**src/rtl/ifm_bank_loader_pkg.sv**
```systemverilog
// Shared geometry, state encoding and write-port payload for the IFM bank loader.
package ifm_bank_loader_pkg;

  localparam int unsigned NUM_BANKS      = 16;
  localparam int unsigned WORDS_PER_BANK = 128;
  localparam int unsigned ADDR_W         = 9;
  localparam int unsigned LINE_W         = 128;
  localparam int unsigned WORD_W         = 32;
  localparam int unsigned NUM_BIAS       = 4;
  localparam int unsigned BIAS_W         = 16;

  localparam int unsigned BANK_IDX_W = $clog2(NUM_BANKS);
  localparam int unsigned WORD_IDX_W = $clog2(WORDS_PER_BANK);
  localparam int unsigned BIAS_CNT_W = $clog2(NUM_BIAS);

  typedef enum logic [1:0] {
    ST_IDLE = 2'd0,
    ST_BIAS = 2'd1,
    ST_FILL = 2'd2,
    ST_DONE = 2'd3
  } loader_state_e;

  // One BRAM write beat; wea always mirrors ena so only ena is carried.
  typedef struct packed {
    logic [NUM_BANKS-1:0] ena;
    logic [ADDR_W-1:0]    addr;
    logic [LINE_W-1:0]    dia;
  } bram_wr_t;

  function automatic logic [NUM_BANKS-1:0] bank_onehot(input logic [BANK_IDX_W-1:0] idx);
    return NUM_BANKS'(1) << idx;
  endfunction

endpackage

```
**src/rtl/ifm_bank_loader_if.sv**
```systemverilog
// Stream input and BRAM write port of the loader grouped as one bundle.
interface ifm_bank_loader_if;
  import ifm_bank_loader_pkg::*;

  logic                 i_s_valid;
  logic [WORD_W-1:0]    i_s_data;
  logic                 o_s_ready;
  logic [NUM_BANKS-1:0] o_ena;
  logic [NUM_BANKS-1:0] o_wea;
  logic [ADDR_W-1:0]    o_addra;
  logic [LINE_W-1:0]    o_dia;

  // Loader side.
  modport slave (
    input  i_s_valid, i_s_data,
    output o_s_ready, o_ena, o_wea, o_addra, o_dia
  );

  // Feeder / observer side.
  modport master (
    output i_s_valid, i_s_data,
    input  o_s_ready, o_ena, o_wea, o_addra, o_dia
  );
endinterface

```
**src/rtl/ifm_bank_loader_packer.sv**
```systemverilog
// Packs PACK stream words into one line; slot 0 lands in the low bits.
module line_packer
  import ifm_bank_loader_pkg::*;
#(
  parameter int unsigned PACK = 4
) (
  input  logic              clk,
  input  logic              rst,
  input  logic              i_clear,
  input  logic              i_push,
  input  logic [WORD_W-1:0] i_data,
  output logic [LINE_W-1:0] o_line_c,
  output logic              o_last_c
);

  localparam int unsigned CNT_W  = (PACK > 1) ? $clog2(PACK) : 1;
  localparam int unsigned PACK_W = WORD_W * PACK;

  logic [CNT_W-1:0]  r_cnt;
  logic [PACK_W-1:0] r_pack;
  logic [PACK_W-1:0] w_merged;

  // Line as it will look after the current push, so the last word is included.
  always_comb begin
    w_merged = r_pack;
    for (int unsigned s = 0; s < PACK; s++) begin
      if (i_push && (r_cnt == CNT_W'(s))) begin
        w_merged[s*WORD_W +: WORD_W] = i_data;
      end
    end
  end

  assign o_last_c = i_push && (r_cnt == CNT_W'(PACK - 1));
  assign o_line_c = LINE_W'(w_merged);

  // Slot counter and pack register; both hold while no word arrives.
  always_ff @(posedge clk or posedge rst) begin
    if (rst) begin
      r_cnt  <= '0;
      r_pack <= '0;
    end else if (i_clear) begin
      r_cnt  <= '0;
      r_pack <= '0;
    end else if (i_push) begin
      r_pack <= w_merged;
      r_cnt  <= o_last_c ? '0 : r_cnt + CNT_W'(1);
    end
  end

endmodule

```
**src/rtl/ifm_bank_loader.sv**
```systemverilog
// Captures bias words, then packs IFM pixels into lines written across the BRAM banks.
module ifm_bank_loader
  import ifm_bank_loader_pkg::*;
#(
  parameter int unsigned PACK = 4
) (
  input  logic               clk,
  input  logic               rst,
  input  logic               i_load,
  ifm_bank_loader_if.slave   io_bus,
  output logic [BIAS_W-1:0]  o_bias0,
  output logic [BIAS_W-1:0]  o_bias1,
  output logic [BIAS_W-1:0]  o_bias2,
  output logic [BIAS_W-1:0]  o_bias3,
  output logic               o_busy,
  output logic               o_layer_start
);

  loader_state_e r_state;
  loader_state_e w_state_next;

  logic                  w_hs;
  logic                  w_push;
  logic                  w_clear;
  logic                  w_write;
  logic                  w_last;
  logic                  w_ready_next;
  logic [LINE_W-1:0]     w_line;

  logic [BIAS_CNT_W-1:0] r_bias_cnt;
  logic [WORD_IDX_W-1:0] r_addr_cnt;
  logic [BANK_IDX_W-1:0] r_bank_idx;
  logic [BIAS_W-1:0]     r_bias [NUM_BIAS];
  bram_wr_t              r_wr;
  logic                  r_s_ready;
  logic                  r_busy;
  logic                  r_layer_start;

  assign w_hs   = io_bus.i_s_valid & r_s_ready;
  assign w_push = w_hs && (r_state == ST_FILL);

  line_packer #(.PACK(PACK)) u_packer (
    .clk      (clk),
    .rst      (rst),
    .i_clear  (w_clear),
    .i_push   (w_push),
    .i_data   (io_bus.i_s_data),
    .o_line_c (w_line),
    .o_last_c (w_last)
  );

  // FSM state register.
  always_ff @(posedge clk or posedge rst) begin
    if (rst) begin
      r_state <= ST_IDLE;
    end else begin
      r_state <= w_state_next;
    end
  end

  // Next state, load/clear and write decisions.
  always_comb begin
    w_state_next = r_state;
    w_clear      = 1'b0;
    w_write      = 1'b0;
    case (r_state)
      ST_IDLE, ST_DONE: begin
        if (i_load) begin
          w_state_next = ST_BIAS;
          w_clear      = 1'b1;
        end
      end
      ST_BIAS: begin
        if (w_hs && (r_bias_cnt == BIAS_CNT_W'(NUM_BIAS - 1))) begin
          w_state_next = ST_FILL;
        end
      end
      ST_FILL: begin
        if (w_last) begin
          w_write = 1'b1;
          if ((r_bank_idx == BANK_IDX_W'(NUM_BANKS - 1)) &&
              (r_addr_cnt == WORD_IDX_W'(WORDS_PER_BANK - 1))) begin
            w_state_next = ST_DONE;
          end
        end
      end
      default: w_state_next = ST_IDLE;
    endcase
    // Stream is closed for the write cycle so a line never overlaps its write.
    w_ready_next = (w_state_next == ST_BIAS) ||
                   ((w_state_next == ST_FILL) && !w_write);
  end

  // Counters, bias capture and registered outputs.
  always_ff @(posedge clk or posedge rst) begin
    if (rst) begin
      r_bias_cnt    <= '0;
      r_addr_cnt    <= '0;
      r_bank_idx    <= '0;
      for (int i = 0; i < NUM_BIAS; i++) r_bias[i] <= '0;
      r_wr          <= '0;
      r_s_ready     <= 1'b0;
      r_busy        <= 1'b0;
      r_layer_start <= 1'b0;
    end else begin
      r_s_ready     <= w_ready_next;
      r_busy        <= (w_state_next == ST_BIAS) || (w_state_next == ST_FILL);
      r_layer_start <= (r_state == ST_DONE) && (w_state_next == ST_DONE);
      r_wr.ena      <= w_write ? bank_onehot(r_bank_idx) : '0;

      if (w_clear) begin
        r_bias_cnt <= '0;
        r_addr_cnt <= '0;
        r_bank_idx <= '0;
        for (int i = 0; i < NUM_BIAS; i++) r_bias[i] <= '0;
      end

      if (w_hs && (r_state == ST_BIAS)) begin
        r_bias[r_bias_cnt] <= io_bus.i_s_data[BIAS_W-1:0];
        r_bias_cnt         <= r_bias_cnt + BIAS_CNT_W'(1);
      end

      if (w_write) begin
        r_wr.addr <= ADDR_W'(r_addr_cnt);
        r_wr.dia  <= w_line;
        if (r_addr_cnt == WORD_IDX_W'(WORDS_PER_BANK - 1)) begin
          r_addr_cnt <= '0;
          r_bank_idx <= r_bank_idx + BANK_IDX_W'(1);
        end else begin
          r_addr_cnt <= r_addr_cnt + WORD_IDX_W'(1);
        end
      end
    end
  end

  assign io_bus.o_s_ready = r_s_ready;
  assign io_bus.o_ena     = r_wr.ena;
  assign io_bus.o_wea     = r_wr.ena;
  assign io_bus.o_addra   = r_wr.addr;
  assign io_bus.o_dia     = r_wr.dia;
  assign o_bias0          = r_bias[0];
  assign o_bias1          = r_bias[1];
  assign o_bias2          = r_bias[2];
  assign o_bias3          = r_bias[3];
  assign o_busy           = r_busy;
  assign o_layer_start    = r_layer_start;

endmodule
```
**src/flat_wrapper.sv**
```systemverilog
// flat-port wrapper written by rule: the top's interface ports become plain ports
module ifm_bank_loader_flat import ifm_bank_loader_pkg::*;
#(
  parameter int unsigned PACK = 4
)
  (clk, rst, i_load, o_bias0, o_bias1, o_bias2, o_bias3, o_busy, o_layer_start, io_bus_i_s_valid, io_bus_i_s_data, io_bus_o_s_ready, io_bus_o_ena, io_bus_o_wea, io_bus_o_addra, io_bus_o_dia);
  ifm_bank_loader_if io_bus_i ();
  input  logic clk;
  input  logic rst;
  input  logic i_load;
  output logic [BIAS_W-1:0] o_bias0;
  output logic [BIAS_W-1:0] o_bias1;
  output logic [BIAS_W-1:0] o_bias2;
  output logic [BIAS_W-1:0] o_bias3;
  output logic o_busy;
  output logic o_layer_start;
  input wire logic [$bits(io_bus_i.i_s_valid)-1:0] io_bus_i_s_valid;
  input wire logic [$bits(io_bus_i.i_s_data)-1:0] io_bus_i_s_data;
  output wire logic [$bits(io_bus_i.o_s_ready)-1:0] io_bus_o_s_ready;
  output wire logic [$bits(io_bus_i.o_ena)-1:0] io_bus_o_ena;
  output wire logic [$bits(io_bus_i.o_wea)-1:0] io_bus_o_wea;
  output wire logic [$bits(io_bus_i.o_addra)-1:0] io_bus_o_addra;
  output wire logic [$bits(io_bus_i.o_dia)-1:0] io_bus_o_dia;
  assign io_bus_i.i_s_valid = io_bus_i_s_valid;
  assign io_bus_i.i_s_data = io_bus_i_s_data;
  assign io_bus_o_s_ready = io_bus_i.o_s_ready;
  assign io_bus_o_ena = io_bus_i.o_ena;
  assign io_bus_o_wea = io_bus_i.o_wea;
  assign io_bus_o_addra = io_bus_i.o_addra;
  assign io_bus_o_dia = io_bus_i.o_dia;
  ifm_bank_loader #(.PACK(PACK)) u_core (.clk(clk), .rst(rst), .i_load(i_load), .io_bus(io_bus_i), .o_bias0(o_bias0), .o_bias1(o_bias1), .o_bias2(o_bias2), .o_bias3(o_bias3), .o_busy(o_busy), .o_layer_start(o_layer_start));
endmodule
```
**config.mk**
```make
export PLATFORM = sky130hd
export DESIGN_NAME = ifm_bank_loader_flat
export DESIGN_NICKNAME = d
export VERILOG_FILES = /design/src/rtl/ifm_bank_loader_pkg.sv /design/src/rtl/ifm_bank_loader_if.sv /design/src/rtl/ifm_bank_loader_packer.sv /design/src/rtl/ifm_bank_loader.sv /design/src/flat_wrapper.sv
export SDC_FILE = /design/constraint.sdc
export NUM_CORES = 1
export LEC_CHECK = 0
export CAP_MARGIN = 5
export CORE_MARGIN = 2
export CORE_UTILIZATION = 53
export CTS_BUF_LIST = sky130_fd_sc_hd__clkbuf_8
export CTS_CLUSTER_DIAMETER = 150
export DETAILED_ROUTE_END_ITERATION = 10
export PLACE_DENSITY = 0.9
export SLEW_MARGIN = 20
export SYNTH_ARGS = -nofsm -noshare
export SYNTH_HDL_FRONTEND = slang
export SYNTH_SLANG_ARGS = --single-unit
```
**constraint.sdc**
```tcl
create_clock -name clk -period 12.68 [get_ports clk]
set_clock_uncertainty 0.15 [all_clocks]
set_input_delay 2.536 -clock clk [delete_from_list [all_inputs] [get_ports clk]]
set_output_delay 2.536 -clock clk [all_outputs]
set_load 0.1 [all_outputs]
```
==> metrics.csv, run 1 <==
metric,value,unit
status,"complete, no violations",
crit-path leading delay family,buffers and inverters,
data required time of the worst path,13090,ps
Core Area,24300,um^2
CTS tree,built,
Critical Path Most Common Cell,buf_4,
relative slew slack,28.7,%
die area,26100,um^2
hold slack,321,ps
Clock transition at path regs,60,ps
"Clk Latency, worst-skew pair",570,ps
post-synthesis sequential area ratio,63.0,%
Critical Path AT,5420,ps
area delta synth->final,28.4,%
Critical Path Source Type,primary input,
clk root buf,clkbuf_8,
final core utilization,69.5,%
Ys Warns,0,
Hold WC Path Type,register to register,
RSZ-0062 raised after global routing,no,
hold_buf cts,0,
max-capacitance violation count,0,
vias in the first global route,9863,
setup violators final,0,
Antenna Cells,0,
Post-CTS Setup Bufs,0,
DRC Markers,0,
num rows,57,
Worst Path Max Fanout,118,
Setup CP Type,primary input to async pin,
Tmin final,5010,ps
worst path bufs/invs,4,
setup TNS,0,ps
worst reg-to-reg setup slack,9680,ps
Via density,5.35,
dpl cell area,15800,um^2
wire per inst,18.1,um
Die Wd,162,um
first-pass GRT wire length,53.1,mm
highest clock rate,199,MHz
Tcrit/Tclk final,39.5,%
vias after detailed routing,9922,
initial antenna violation count,0,
Synth area leader,dfrtp_1,
port buffer count,269,
Power Total,2.81,mW
post-route ant nets,0,
Die Y,162,um
Total GRT Usage,25.9,%
post-synthesis register bit count,331,
post_cts resized,0,
CTS H-tree lvls,2,
clock buffer depth,3,
PD cells,166,nW/um^2
Slowest Stage Delay on Critical Path,850,ps
starting density of the core,54.1,%
Final Hold Violating Endpoints,0,
Post-Syn Area,13200,um^2
Lkg Pwr,8.63,nW
"Slew Viols, Final",0,
layout cell share with drive strength beyond 1,6.86,%
"Avg Cell Area, Syn",10.4,um^2
io pins,272,
drt initial violations,592,
maximum VDD drop,0.151,mV
"slowest stage cell, crit path",buf_4,
Setup crit end kind,async pin,
Syn Inst Count,1269,
worst-path cell chain,clkdlybuf4s50_1 -> inv_8 -> buf_4 -> buf_4,
Yosys top cell area share,63.0,%
GRT Residual Overflow,0,
Layout Nets,1548,
worst-margin pin slew,1070,ps
largest net degree at the start of global routing,124,
final RePlAce weighted congestion,0.844,
final instance area,16900,um^2
1st-pass router iterations,5,
post-DP HPWL,21.6,mm
top post-synthesis cells by area,"dfrtp_1 (63%), nand2_1 (10%), mux2i_1 (7.4%)",
clk sinks,331,
cts bufs inserted,51,
final WL,33.5,mm
"Distinct cells, synth",37,
==> report_power, final <==
part           switching (mW)  leakage [nW]  internal, mW
sequential             0.0360          4.60          1.12
clock                   0.411         0.623         0.516
combinational           0.587          3.41         0.142
==> flip-flops by register name (all words and copies together), names as in the netlist, 4 cells and up <==
signal                  cells
u_core.io_bus.o_dia       128
u_core.r_bank_idx           4
u_core.io_bus.o_addra       7
u_core.o_bias2             16
u_core.io_bus.o_ena        16
u_core.u_packer.r_pack     96
u_core.o_bias1             16
u_core.o_bias3             16
u_core.r_addr_cnt           7
u_core.o_bias0             16
==> per-layer routing <==
| metal | wire length (um) | vias to the layer above | global-route usage (%) | share of wire (%) |
|---|---|---|---|---|
| met4 | 1680 | 0 | 13.6 | 5.0 |
| li1 | - | 4538 | - | - |
| met1 | 13200 | 4878 | 32.8 | 39 |
| met5 | 0 | - | 0 | 0 |
| met2 | 16300 | 406 | 41.7 | 49 |
| met3 | 2340 | 100 | 6.09 | 7.0 |
==> worst reg2reg max path, stage by stage (launching register included) <==
cell	delay, ps
dfrtp_1	420
inv_1	70
ha_1	250
and4_4	660
nand4_4	270
or4_4	530
and3_1	180
ha_1	190
a21o_1	160
==> metrics by stage <==
step / std cells / setup WS [ps]
CTS: 1853 / 7600
finish: 1854 / 7670
global route: 1854 / 7230
floorplan: 1270 / 826
global placement: 1761 / 7030
detailed placement: 1761 / 6960
==> placed cells by master (no fill, tap or decap), types with 2 or more instances in the layout <==
cell,instances
a21o_1,2
a21oi_1,4
a31oi_1,3
and2_0,3
and2_1,8
and3_1,14
buf_4,12
buf_6,2
bufinv_16,2
clkbuf_8,67
clkdlybuf4s50_1,269
clkinv_2,6
conb_1,2
dfrtp_1,331
ha_1,21
inv_1,25
inv_6,2
inv_8,2
mux2i_1,97
nand2_1,349
nand2_2,4
nand3_1,12
nor2_1,105
nor3_1,3
o21ai_0,169
o31ai_1,3
==> area by class of cell <==
cell class	instances	area, um^2
Sequential cell	331	8280
Fill cell	1672	7430
Multi-Input combinational cell	812	4250
Timing Repair Buffer	283	2810
Clock buffer	67	922
Tap cell	324	405
Clock inverter	25	171
Inverter	12	52.6
==> cells in the mapped netlist <==
master / count
or4_4: 1
buf_1: 1
mux2_2: 1
buf_6: 1
nand4_1: 1
and2_1: 9
nor3_1: 3
dfrtp_1: 331
buf_2: 22
a21oi_1: 4
o21a_1: 1
inv_1: 12
buf_4: 27
and2_2: 1
a31o_2: 1
conb_1: 1
a31oi_1: 3
clkbuf_1: 62
o31ai_1: 3
clkbuf_8: 1
and3_4: 1
or4_1: 1
ha_1: 21
a21o_1: 2
nand2_1: 349
mux2i_1: 97
nand3_1: 12
nand2_2: 4
xor2_1: 1
o311ai_0: 1
nor2_1: 105
nand4_4: 1
clkbuf_2: 1
and2_0: 3
and3_1: 14
o21ai_0: 169
and4_4: 1
==> final timing paths <==
kind | cells past startpoint | startpoint | endpoint
max in group clk | 1 | u_core.io_bus.o_s_ready | io_bus_o_s_ready
worst max-delay path | 4 | rst | u_core.u_packer.r_pack[37]
worst min-delay path | 2 | u_core.io_bus.o_dia[116] | u_core.io_bus.o_dia[116]
min in group asynchronous | 2 | rst | u_core.o_layer_start
worst min register to register | 2 | u_core.io_bus.o_dia[116] | u_core.io_bus.o_dia[116]
worst max register to register | 8 | u_core.r_state[0] | u_core.io_bus.o_s_ready
==> kinds of logic after synthesis <==
kind of cell / synth area share (%)
adder cells (fa/ha/maj): 2.00
XOR/XNOR: 0.0666
AO/OA/AOI/OAI: 7.20
buffers and inverters: 4.75
AND/OR/NAND/NOR: 15.5
other: 0.0285
multiplexers: 7.47
flip-flops: 63.0
No activity file was read; power rests on OpenSTA's default activity.
==> inputs of run 2 (changes only) <==
==> constraint.sdc (replaced) <==
create_clock -name clk -period 5.2 [get_ports clk]
set_clock_uncertainty 0.15 [all_clocks]
set_input_delay 1.04 -clock clk [delete_from_list [all_inputs] [get_ports clk]]
set_output_delay 1.04 -clock clk [all_outputs]
set_load 0.1 [all_outputs]
==> metrics.csv, run 2 (synthesized netlist as in run 1, its figures left out) <==
metric,value,unit
RSZ-0062 raised after global routing,no,
DRC Markers,0,
data required time of the worst path,4010,ps
CTS H-tree lvls,2,
RR Startpoint,u_core.r_state[0],
Critical Path AT,2180,ps
Lkg Pwr,8.63,nW
"Clk Latency, worst-skew pair",560,ps
post-route ant nets,0,
Via density,5.43,
relative slew slack,29.0,%
placed cell count,1765,
clock buffer depth,3,
final instance area,16900,um^2
post-DP HPWL,22.4,mm
Layout Nets,1551,
Worst Setup SP,u_core.io_bus.o_s_ready,
vias after detailed routing,10073,
1st-pass router iterations,5,
highest clock rate,296,MHz
max reg flops,128,
vias in the first global route,10130,
sequential cell area,8280,um^2
Die Y,162,um
crit-path leading delay family,buffers and inverters,
port buffer count,269,
Setup crit end kind,output pin,
Reg2Reg Depth,8,
Clock transition at path regs,70,ps
post_cts resized,0,
final WL,34.2,mm
Post-CTS Setup Bufs,0,
maximum VDD drop,0.272,mV
final RePlAce weighted congestion,0.845,
CTS tree,built,
Die Wd,162,um
CP endpoint,io_bus_o_s_ready,
starting density of the core,54.1,%
Critical Path Source Type,register,
Total GRT Usage,26.4,%
dpl cell area,15900,um^2
Slowest Stage Delay on Critical Path,1180,ps
num rows,57,
area occupied by multi-input gates,4250,um^2
wire per inst,18.4,um
Final Hold Violating Endpoints,0,
"commonest non-fill, non-tap cell in the layout",nand2_1,
Reg-to-Reg End,u_core.io_bus.o_s_ready,
area delta synth->final,28.6,%
drt initial violations,750,
Worst path depth,1,
io pins,272,
GRT Residual Overflow,0,
clk sinks,331,
# fillers,1671,
largest net degree at the start of global routing,127,
"slowest stage cell, crit path",clkdlybuf4s50_1,
"Slew Viols, Final",0,
die area,26100,um^2
Core Area,24300,um^2
hold_buf cts,0,
first-pass GRT wire length,54.2,mm
Tcrit/Tclk final,64.9,%
Power Total,6.78,mW
"leading cell types in the layout, fill and taps excluded","nand2_1 (349), dfrtp_1 (331), clkdlybuf4s50_1 (269), o21ai_0 (169), nor2_1 (105)",
fin cells,1855,
cts bufs inserted,51,
initial antenna violation count,0,
setup violators final,0,
worst-path cell chain,clkdlybuf4s50_1,
layout cell share with drive strength beyond 1,7.06,%
Setup CP Type,register to output pin,
clk root buf,clkbuf_8,
PD cells,401,nW/um^2
Worst Path Max Fanout,6,
worst reg-to-reg setup slack,2200,ps
status,"complete, no violations",
worst-margin pin slew,1060,ps
Hold WC Path Type,register to register,
worst path bufs/invs,1,
max-capacitance violation count,0,
Tmin final,3370,ps
[run 2: power by group]
| group | switching (mW) | leakage [nW] | internal, mW |
|---|---|---|---|
| logic | 1.44 | 3.44 | 0.349 |
| clock network | 0.983 | 0.589 | 1.19 |
| registers | 0.0896 | 4.60 | 2.73 |
[run 2: worst min-delay path by stage]
stage | start | end | slack (ps) | depth (start not counted)
2_1_floorplan | u_core.u_packer.r_pack[16] | u_core.u_packer.r_pack[16] | 330 | 2
3_3_place_gp | u_core.io_bus.o_dia[102] | u_core.io_bus.o_dia[102] | 310 | 2
3_5_place_dp | u_core.io_bus.o_dia[101] | u_core.io_bus.o_dia[101] | 310 | 2
4_1_cts | u_core.io_bus.o_dia[101] | u_core.io_bus.o_dia[101] | 330 | 2
5_1_grt | u_core.io_bus.o_dia[101] | u_core.io_bus.o_dia[101] | 340 | 2
6_report | u_core.io_bus.o_dia[98] | u_core.io_bus.o_dia[98] | 320 | 2
[run 2: through the flow]
stage               hold slack, ps  TNS [ps]  util (%)  setup slack (ps)
finish                         325         0      69.5              1830
global route                   340         0      69.5              1750
CTS                            329         0      69.5              1790
detailed placement             314         0      65.2              1390
global placement               310         0      65.2              1440
floorplan                      329   -135930         -              -411
[run 2: final cells by class]
type	count	area share, %
multi-input cells	812	25.2
repair buffers	286	17.0
clock inverters	19	0.496
flip-flops and latches	331	49.0
inverters	12	0.289
clock buffers	70	5.70
diodes	1	0.0148
well taps	324	2.40
[run 2: per-layer routing]
| layer | global-route usage [%] | part of all wire [%] | up-vias | wire, um |
|---|---|---|---|---|
| met2 | 43.8 | 49 | 439 | 16900 |
| met1 | 33.8 | 39 | 4985 | 13300 |
| met3 | 5.52 | 7.2 | 110 | 2460 |
| met5 | 0 | 0 | - | 0 |
| li1 | - | - | 4539 | - |
| met4 | 11.5 | 4.4 | 0 | 1510 |
==> patch 1 (config.mk and constraints of run 1) <==
Set the package constant `ADDR_W` to 10 (it was 9).
--- a/src/rtl/ifm_bank_loader_pkg.sv
+++ b/src/rtl/ifm_bank_loader_pkg.sv
@@ -3,7 +3,7 @@
 
   localparam int unsigned NUM_BANKS      = 16;
   localparam int unsigned WORDS_PER_BANK = 128;
-  localparam int unsigned ADDR_W         = 9;
+  localparam int unsigned ADDR_W         = 10;
   localparam int unsigned LINE_W         = 128;
   localparam int unsigned WORD_W         = 32;
   localparam int unsigned NUM_BIAS       = 4;
Interface: changed (resized io_bus_o_addra); port bits go from 272 to 273. No check against the original RTL was run, so the function may have changed too.
==> patch 1 against run 1 <==
Final area down 0.30%. Worst setup slack improved by 0.051 ns. Critical path depth is 2 higher. Wire length grew 0.31%. Utilization fell by 0.21 points. Area after synthesis hardly changed. Global-route usage up 0.19 points. Power is 1.2% lower. Sequential cell count unchanged. Register-to-register slack lost 0.19 ns. Critical path type is now in2reg. Largest cell class unchanged.
==> patch 1: results (changes against run 1) <==
status: "complete, no violations"
dp_hpwl_um: 22100  # +2.1%
synth_area_per_cell_sq_um: 10.4  # about the same
drive_gt1_share_pct: 6.75  # -0.12 points
synthXorXnorAreaFrac_pct: 0.0665  # about the same
leakage_nw: 8.60  # -0.38%
buf_share_pct: 16.6  # -0.039 points
cp.arrival_ns: 5.24  # -0.18 ns
sh_seq_area_pct: 49.2  # +0.15 points
grt_util_met2_pct: 42.2  # +0.51 points
slowest_stage: "nand4_1"
clkLatencyLatePin_ns: 0.55  # -0.02 ns
n_fill_cell: 1713  # +2.5%
ir_drop_mv: 0.130  # -14%
grt_max_degree: 131  # +5.6%
place_congestion: 0.839  # -0.62%
wl_per_cell_um: 18.2  # +0.47%
netlist_top_cells_area: "dfrtp_1 63%, nand2_1 10%, mux2i_1 7.4%, o21ai_0 6.4%, nor2_1 3.0%"
grt_usage_pct: 26.1  # +0.19 points
drtIter0Drc: 697  # +18%
met3_usage_pct: 5.19  # -0.90 points
n_all_buffers: 282  # -0.35%
worstMarginPinSlew_ns: 1.07  # +0.00734 ns
grt_pass1_vias: 10200  # +3.5%
wl_met1_um: 13500  # +2.2%
post-place-ws_ns: 7.04  # +0.0713 ns
drt_wl_total_um: 33600  # +0.31%
num-multi-input-gates: 813  # +0.12%
grt_pass1_wl_um: 54100  # +1.9%
routed-wl-met3_um: 2170  # -7.2%
clkCellAreaFrac_pct: 6.26  # -0.22 points
ys_seq_area_share_pct: 62.9  # about the same
-- patch 1: changes by cell type after synthesis --
| cell | run 1 | this run |
|---|---|---|
| buf_4 | 27 | 28 |
-- patch 1: through the flow --
step | area [sq um] | power, W
2_1_floorplan | 13200 | 0.00172
3_3_place_gp | 15800 | 0.00189
3_5_place_dp | 15800 | 0.00190
4_1_cts | 16800 | 0.00279
5_1_grt | 16800 | 0.00288
6_report | 16800 | 0.00277
-- patch 1: worst paths after layout --
kind | start | to | cells after the start | slack [ns]
worst max-delay path | io_bus_i_s_valid | u_core.r_addr_cnt[5] | 6 | 7.72
worst min-delay path | u_core.io_bus.o_dia[116] | u_core.io_bus.o_dia[116] | 2 | 0.32
worst max register to register | u_core.r_state[0] | u_core.r_addr_cnt[5] | 7 | 9.49
worst min register to register | u_core.io_bus.o_dia[116] | u_core.io_bus.o_dia[116] | 2 | 0.32
max in group asynchronous | rst | u_core.u_packer.r_pack[49] | 4 | 7.76
min in group asynchronous | rst | u_core.r_bias_cnt[1] | 2 | 2.45
==> patch 2 (settings of run 1) <==
Made on the original files. Make the reset (`rst`) synchronous in 3 clocked blocks.
--- a/src/rtl/ifm_bank_loader_packer.sv
+++ b/src/rtl/ifm_bank_loader_packer.sv
@@ -34,7 +34,7 @@
   assign o_line_c = LINE_W'(w_merged);
 
   // Slot counter and pack register; both hold while no word arrives.
-  always_ff @(posedge clk or posedge rst) begin
+  always_ff @(posedge clk) begin
     if (rst) begin
       r_cnt  <= '0;
       r_pack <= '0;
--- a/src/rtl/ifm_bank_loader.sv
+++ b/src/rtl/ifm_bank_loader.sv
@@ -50,7 +50,7 @@
   );
 
   // FSM state register.
-  always_ff @(posedge clk or posedge rst) begin
+  always_ff @(posedge clk) begin
     if (rst) begin
       r_state <= ST_IDLE;
     end else begin
@@ -92,7 +92,7 @@
   end
 
   // Counters, bias capture and registered outputs.
-  always_ff @(posedge clk or posedge rst) begin
+  always_ff @(posedge clk) begin
     if (rst) begin
       r_bias_cnt    <= '0;
       r_addr_cnt    <= '0;
Function: differs if rst is asserted again (counterexample within 4 cycles, from zero or initial values and one cycle with rst high); with rst held inactive, the same outputs for 4 cycles.
==> patch 2 against run 1 <==
Non-clock buffer count is 7 lower. Synthesized cell count is 9.5% lower. Area after synthesis is 7.7% lower. Critical endpoint is now u_core.io_bus.o_dia[22]. Register-to-register slack worse by 0.65 ns. Hold slack worse by 0.017 ns. Via count is 6.0% lower. Wire length is 7.2% lower. Sequential cell count stayed put. Worst setup slack worse by 0.49 ns. Final area is 6.5% lower.
Power is not compared: it rests on default switching activity, and its combinational part moved more than twofold at a synthesized area within 25%.
==> patch 2: results (changes against run 1) <==
status: "complete, no violations"
grt_usage_pct: 25.3  # -0.61 points
wl_per_cell_um: 18.4  # +1.5%
fin_area_sq_mm: 0.0158  # -6.5%
antenna_found_initial: 1  # +1
hold_path_end: "u_core.io_bus.o_addra[2]"
critical_path_class: "in2reg"
grtUsageMet1_pct: 30.4  # -2.4 points
r2r_setup_slack_ns: 9.03  # -0.65 ns
place_congestion: 0.774  # -8.2%
crit_start: "io_bus_i_s_valid"
drive_gt1_share_pct: 6.87  # +0.012 points
synth_common_cells: "267 x dfxtp_1, 203 x nor2_1, 99 x a211oi_1"
async_reset_ff_share_pct: 0  # -100 points
wl_met1_um: 12200  # -7.9%
numCtsBuffers: 50  # -2.0%
nNetsFinal: 1427  # -7.8%
post_drt_via_cell_ratio: 5.50  # +2.7%
netlist_top_cells_area: "dfxtp_1 44%, edfxtp_1 16%, mux2i_1 8.0%, nor2_1 6.3%, a211oi_1 6.1%"
grt_util_met2_pct: 43.5  # +1.8 points
routed-wl-met3_um: 2820  # +20%
whs_ns: 0.304  # -0.0172 ns
grt_pass1_vias: 9359  # -5.1%
wl_met2_um: 15400  # -5.4%
r2r-end: "u_core.io_bus.o_dia[22]"
drtIter0Drc: 633  # +6.9%
grt_pass1_wl_um: 49100  # -7.5%
hp-start: "u_core.io_bus.o_addra[2]"
placed_cell_area_sq_mm: 0.0147  # -7.1%
ys_seq_area_share_pct: 59.8  # -3.1 points
patch 2: changes by cell type in the layout (fill, tap and decap cells not counted), moves of 4 or more:
cell      change
a211oi_1     +99
a21oi_1      +47
and3_1       +62
buf_4         -7
dfrtp_1     -331
dfxtp_1     +267
edfxtp_1     +64
nand2_1     -255
nand2_2       -4
nor2_1       +98
nor4b_1       +4
o21ai_0     -166
patch 2: area by class of cell:
cell class	count	area, sq um
Sequential cell	331	7270
Fill cell	1583	6780
Multi-Input combinational cell	701	4280
Timing Repair Buffer	276	2770
Clock buffer	68	936
Tap cell	285	357
Clock inverter	25	141
Inverter	10	37.5
patch 2: cells by family after synthesis:
family                   Yosys count  share of synthesized area, %
AO/OA/AOI/OAI                    163                          9.04
XOR/XNOR                           2                         0.144
adder cells (fa/ha/maj)           21                          2.16
buffers and inverters            118                          5.19
flip-flops                       331                          59.8
multiplexers                      98                          8.09
other                              1                        0.0309
AND/OR/NAND/NOR                  415                          15.5
patch 2: metrics by stage:
stage               instances  worst slack [ns]  util, %
finish                   1696              7.17     70.0
global route             1696              6.96     70.0
CTS                      1694              6.94     69.8
detailed placement       1601              6.39     65.0
global placement         1601              6.55     65.0
floorplan                1150              8.54        -
patch 2: worst max-delay path, delay by kind of cell:
family,cells,cell delay [ns]
and+or+nand+nor,2,0.74
buffers and inverters,3,2.20
AOI/OAI and AO/OA,1,0.27
patch 2: where the power goes:
| part | leakage, nW | switching (W) | total [W] | internal (W) |
|---|---|---|---|---|
| combinational | 3.01 | 0.000149 | 0.000187 | 0.0000371 |
| clock | 0.610 | 0.000405 | 0.000905 | 0.000500 |
| sequential | 2.85 | 0.00000653 | 0.00109 | 0.00109 |
| total | 6.47 | 0.000561 | 0.00218 | 0.00162 |
